$ cat src/rtl/router_drain_arb.sv
// Output-side read scheduler for the 1x3 router: grants one destination FIFO
// at a time, round-robin, and drains exactly one whole packet per grant.
module router_drain_arb #(
  parameter int DW   = 8,
  parameter int LENW = DW - 2
) (
  input  logic          clock,
  input  logic          resetn,
  input  logic          vld_in_0,
  input  logic          vld_in_1,
  input  logic          vld_in_2,
  input  logic [DW-1:0] dout_0,
  input  logic [DW-1:0] dout_1,
  input  logic [DW-1:0] dout_2,
  input  logic          soft_reset_0,
  input  logic          soft_reset_1,
  input  logic          soft_reset_2,
  input  logic          out_ready,
  output logic          read_enb_0,
  output logic          read_enb_1,
  output logic          read_enb_2,
  output logic [DW-1:0] data_out,
  output logic          data_out_valid,
  output logic [1:0]    grant,
  output logic          pkt_done,
  output logic          pkt_abort
);

  typedef enum logic [2:0] {IDLE, HDR, LEN, BODY, TAIL} state_t;

  localparam logic [1:0]    NO_GRANT = 2'b11;
  localparam logic [LENW:0] REM_ONE  = {{LENW{1'b0}}, 1'b1};

  state_t        state;
  logic [1:0]    last_ptr;
  logic [1:0]    rd_port;
  logic [LENW:0] rem;
  logic [2:0]    vld;
  logic          vld_g;
  logic          srst_g;
  logic          issue;
  logic          found;
  logic [1:0]    pick;
  logic [DW-1:0] rd_data;

  assign vld = {vld_in_2, vld_in_1, vld_in_0};

  function automatic logic [1:0] succ(input logic [1:0] p);
    return (p == 2'd2) ? 2'd0 : p + 2'd1;
  endfunction

  // NOTE: every always_comb output gets a default first so no path can infer a latch.
  always_comb begin
    vld_g  = 1'b0;
    srst_g = 1'b0;
    case (grant)
      2'd0:    begin vld_g = vld_in_0; srst_g = soft_reset_0; end
      2'd1:    begin vld_g = vld_in_1; srst_g = soft_reset_1; end
      2'd2:    begin vld_g = vld_in_2; srst_g = soft_reset_2; end
      default: ;
    endcase
  end

  // Returned bytes follow the port of the last read, which outlives the grant on an abort.
  always_comb begin
    rd_data = '0;
    case (rd_port)
      2'd0:    rd_data = dout_0;
      2'd1:    rd_data = dout_1;
      2'd2:    rd_data = dout_2;
      default: ;
    endcase
  end

  always_comb begin
    logic [1:0] cand;
    cand  = last_ptr;
    found = 1'b0;
    pick  = NO_GRANT;
    for (int i = 0; i < 3; i++) begin
      cand = succ(cand);
      if (!found && vld[cand]) begin
        found = 1'b1;
        pick  = cand;
      end
    end
  end

  always_comb begin
    issue = 1'b0;
    if (!srst_g) begin
      case (state)
        HDR:     issue = vld_g & out_ready;
        BODY:    issue = vld_g & out_ready & (rem != '0);
        default: ;
      endcase
    end
  end

  assign read_enb_0 = issue && (grant == 2'd0);
  assign read_enb_1 = issue && (grant == 2'd1);
  assign read_enb_2 = issue && (grant == 2'd2);
  assign pkt_done   = (state == TAIL) && !srst_g;
  assign pkt_abort  = (state != IDLE) && srst_g;
  assign data_out   = data_out_valid ? rd_data : '0;

  // NOTE: sequential state uses non-blocking assignments so every register samples pre-edge values.
  always_ff @(posedge clock) begin
    if (!resetn) begin
      state          <= IDLE;
      grant          <= NO_GRANT;
      last_ptr       <= 2'd2;
      rd_port        <= 2'd0;
      rem            <= '0;
      data_out_valid <= 1'b0;
    end else begin
      data_out_valid <= issue;
      if (issue) rd_port <= grant;

      if (state != IDLE && srst_g) begin
        state    <= IDLE;
        grant    <= NO_GRANT;
        last_ptr <= grant;
      end else begin
        case (state)
          IDLE: if (found) begin
            grant <= pick;
            state <= HDR;
          end
          HDR:  if (issue) state <= LEN;
          LEN: begin
            // Payload bytes plus the trailing parity byte.
            rem   <= {1'b0, rd_data[DW-1:2]} + REM_ONE;
            state <= BODY;
          end
          BODY: if (issue) begin
            rem <= rem - REM_ONE;
            if (rem == REM_ONE) state <= TAIL;
          end
          TAIL: begin
            last_ptr <= grant;
            grant    <= NO_GRANT;
            state    <= IDLE;
          end
          default: state <= IDLE;
        endcase
      end
    end
  end

endmodule

$ cat config.mk
export PLATFORM = sky130hd
export DESIGN_NAME = router_drain_arb
export DESIGN_NICKNAME = d
export VERILOG_FILES = /design/src/rtl/router_drain_arb.sv
export SDC_FILE = /design/constraint.sdc
export NUM_CORES = 1
export LEC_CHECK = 0
export CAP_MARGIN = 20
export CORE_MARGIN = 10
export CORE_UTILIZATION = 26
export CTS_CLUSTER_DIAMETER = 150
export DETAILED_ROUTE_END_ITERATION = 12
export PLACE_DENSITY_LB_ADDON = 0.12
export SLEW_MARGIN = 40
export SYNTH_ARGS = -nofsm -noshare
export SYNTH_HDL_FRONTEND = slang
export SYNTH_SLANG_ARGS = --single-unit
$ cat constraint.sdc
create_clock -name clock -period 2.5 [get_ports clock]
set_clock_uncertainty 0.2 [all_clocks]
set_input_delay 0.5 -clock clock [delete_from_list [all_inputs] [get_ports clock]]
set_output_delay 0.5 -clock clock [all_outputs]
set_load 0.1 [all_outputs]
==> parameters.txt <==
Parameter                              Value

Run status
  Status    completed

Yosys
  Leading cell type by number of instances after synthesis    sky130_fd_sc_hd__nor2_1
  Number of nets in the synthesized netlist    216
  Main flop type after synthesis    sky130_fd_sc_hd__dfxtp_1
  Area share of the largest cell type after synthesis    25.05%
  EDFF count, synth    0
  Number of synthesized register bits    17
  Largest area contributor in the synthesized netlist    sky130_fd_sc_hd__dfxtp_1
  Post-synthesis async set-or-reset flop share    0%
  Top cells by area, synth    sky130_fd_sc_hd__dfxtp_1 (25%), sky130_fd_sc_hd__mux2i_1 (8.1%), sky130_fd_sc_hd__a21oi_1 (7.4%), sky130_fd_sc_hd__nor2_1 (6.9%), sky130_fd_sc_hd__nand2_1 (5.0%)
  Syn Std Cell Area    1359 um2
  Synthesized area per cell    7.591 um2
  Yosys warnings    0
  Synth cell count leaders    sky130_fd_sc_hd__nor2_1 (25), sky130_fd_sc_hd__a21oi_1 (20), sky130_fd_sc_hd__nand2_1 (18)
  Post-Syn Instances    179
  Distinct cells, synth    51
  Portion of the post-synthesis area used by sequential elements    25.05%

STA
  Max-slew violation total from the final report    0
  Normalized max-slew margin    65.60%
  Tcrit/Tclk final    99.46%
  Unrepaired setup endpoints after global routing    yes
  Period minus WS final    2.486 ns
  Final count of negative-setup-slack endpoints    0
  Final hold vios    0
  Transition time at the pin with the least slew margin    0.5120 ns
  Worst setup slack after layout    0.01350 ns
  Max Clk Rate    402.2 MHz

Pwr
  PnR Total Power    0.9823 mW
  Max VDD drop    233.3 uV
  Cell leakage power    1.059 nW
  Power per cell area    386.2 nW/um2

Hold path
  Worst min-delay path class    reg -> reg
  End point of the worst hold path    rem[1]
  Hold Path Origin    rem[1]
  Number of instances on the worst hold path    2

Die
  Die area    8517 um2
  IO Count    49
  Die Span X    92.29 um
  Placeable core area    5075 um2
  # rows    26
  Initial standard-cell utilization of the core    26.78%
  Floorplan die height    92.29 um

Detailed routing
  Count of vias placed by the detailed router    1623
  Total Routed Length    4.938 mm
  Vias per std cell    4.802
  Highest routed layer    met4
  Met3 WL post-DR    168 um
  Routed wire length per instance    14.61 um
  Drt drc    0
  Drt initial violations    43
  Antenna viol nets, final    0
  Routed metal-1 wire length    2.585 mm
  Routed met2 length    2.156 mm
  Length of the first detailed-routing pass in iterations    4

Critical path
  End of the worst register-to-register path    rem[6]
  Worst reg-to-reg path cell count    10
  Path type of the worst setup path    reg -> out
  Reg2reg start    rd_port[1]
  Data required, critical path    1.80 ns
  Critical-path maximum fanout    5
  Arrival time reported for the critical path endpoint    1.79 ns
  Minimum setup slack among reg-to-reg paths    0.18 ns
  Sort of element at the end of the critical path    output pin
  Setup crit start kind    flip-flop

Global route
  Pin count of the biggest net entering global routing    17
  Vias in the first global route    1584
  Residual overflow from global routing    0
  GRT Overall Usage    11.16%
  Number of antenna violations at the first check in global routing    0
  Global-route wire length before repair    7.928 mm

Clock network
  Latest clock arrival within the worst-skew pair    0.25 ns
  Maximum clock insertion buffer count    2
  Clock tree from TritonCTS    yes
  CTS Root Buffer Type    sky130_fd_sc_hd__clkbuf_8
  Clock-pin slew on the worst setup and hold paths    0.07 ns
  Total CTS buffers    3
  Number of sinks handled by clock tree synthesis    17
  H-tree lvl count    1

Flow run
  Maximum capacitance violations    0

Final layout
  Count of antenna diodes in the layout    0
  Area overhead of the layout relative to synthesis    87.20%
  Number of filler cells placed in the layout    514
  Fraction of final layout cells with drive strength greater than 1    37.31%
  Final layout net count    306

Placement
  Dpl ws    -0.1619 ns
  DP Wirelength    3.926 mm
  Port buffer count    48
  Routability cong.    0.8782
-- power breakdown --
group	switching [mW]	internal, mW	total [mW]
clock	0.0990	0.111	0.210
sequential	0.0224	0.289	0.312
combinational	0.243	0.218	0.461
-- registers in the layout, summed over array words and instances (netlist names) --
signal,cells
grant,2
rem,7
rd_port,2
last_ptr,2
data_out_valid,1
state,3
-- worst max path at each step --
| stage | start | end | slack, ns |
|---|---|---|---|
| 2_1_floorplan | grant[1] | read_enb_0 | -0.36 |
| 3_3_place_gp | soft_reset_0 | read_enb_0 | -0.15 |
| 3_5_place_dp | soft_reset_0 | read_enb_0 | -0.16 |
| 5_1_grt | rem[1] | read_enb_0 | -0.08 |
| 6_report | rem[1] | read_enb_0 | 0.01 |
| 4_1_cts | vld_in_0 | read_enb_0 | 0.0004 |
-- final cells by class --
type | count | area [um2] | share of cell area [%]
clock inverters | 1 | 5.005 | 0.1968
clock buffers | 3 | 41.29 | 1.623
flip-flops and latches | 17 | 352.8 | 13.87
repair buffers | 90 | 937.1 | 36.84
well taps | 70 | 87.58 | 3.443
inverters | 10 | 37.54 | 1.476
multi-input cells | 147 | 1082 | 42.55
-- cell usage in the layout, fill, tap and decap left out, types with 3 or more instances in the layout --
cell	netlist	final
sky130_fd_sc_hd__a211oi_1	3	3
sky130_fd_sc_hd__a21oi_1	20	17
sky130_fd_sc_hd__a21oi_2	1	4
sky130_fd_sc_hd__a2bb2oi_2	1	3
sky130_fd_sc_hd__and2_1	5	3
sky130_fd_sc_hd__buf_12	0	13
sky130_fd_sc_hd__buf_4	0	42
sky130_fd_sc_hd__buf_6	1	3
sky130_fd_sc_hd__clkbuf_8	0	3
sky130_fd_sc_hd__clkdlybuf4s50_1	0	24
sky130_fd_sc_hd__dfxtp_1	17	11
sky130_fd_sc_hd__dfxtp_2	0	4
sky130_fd_sc_hd__dlymetal6s2s_1	0	4
sky130_fd_sc_hd__ha_1	4	3
sky130_fd_sc_hd__inv_1	9	6
sky130_fd_sc_hd__inv_2	0	3
sky130_fd_sc_hd__mux2i_1	11	10
sky130_fd_sc_hd__nand2_1	18	18
sky130_fd_sc_hd__nand2b_1	3	3
sky130_fd_sc_hd__nor2_1	25	19
sky130_fd_sc_hd__nor2_4	0	6
sky130_fd_sc_hd__nor3_1	4	3
sky130_fd_sc_hd__nor4_1	3	3
sky130_fd_sc_hd__o21ai_0	3	3
sky130_fd_sc_hd__o31ai_1	3	3
-- metrics by stage --
stage / hold slack [ns] / cells / util (%) / instance area (um2) / setup TNS (ns)
6_report: 0.2667 / 338 / 50.12 / 2544 / 0
5_1_grt: 0.2950 / 338 / 50.12 / 2544 / -0.1624
4_1_cts: 0.2682 / 331 / 47.68 / 2420 / 0
3_5_place_dp: 0.2604 / 324 / 46.18 / 2344 / -1.029
3_3_place_gp: 0.2584 / 324 / 46.18 / 2344 / -0.8872
2_1_floorplan: 0.2447 / 179 / - / 1441 / -0.4835
-- layer usage --
metal  vias up  track usage, %
li1        822               -
met1       752           14.87
met2        47           18.29
met3         2           1.856
met4         0           2.571
met5         -               0
-- worst max-delay path, stage by stage (launching register included) --
cell and delay (ns):
sky130_fd_sc_hd__dfxtp_2 0.34, sky130_fd_sc_hd__inv_2 0.06, sky130_fd_sc_hd__ha_4 0.15, sky130_fd_sc_hd__and2_4 0.15, sky130_fd_sc_hd__a31oi_4 0.15, sky130_fd_sc_hd__buf_6 0.13, sky130_fd_sc_hd__nand3_4 0.11, sky130_fd_sc_hd__nor3_4 0.24
sky130_fd_sc_hd__buf_12 0.20
-- timing repair --
| action | in CTS | in global routing |
|---|---|---|
| endpoints found under the setup margin | 5 | 9 |
| pin swaps | 6 | 4 |
| hold buffers | 0 | 0 |
| resized for setup | 9 | 20 |
| hold endpoints to repair | 0 | 0 |
| buffers inserted | 3 | 7 |
| gates cloned | 0 | 0 |
-- logic make-up (layout without fill, tap and decap cells) --
family,Yosys count,count (layout),synth area share (%)
AND/OR/NAND/NOR,76,76,28.36
XOR/XNOR,3,3,1.934
buffers and inverters,15,104,4.880
adder cells (fa/ha/maj),4,4,3.683
multiplexers,13,13,10.04
AO/OA/AOI/OAI,51,51,26.06
flip-flops,17,17,25.05
(Power assumes the default switching activity.)
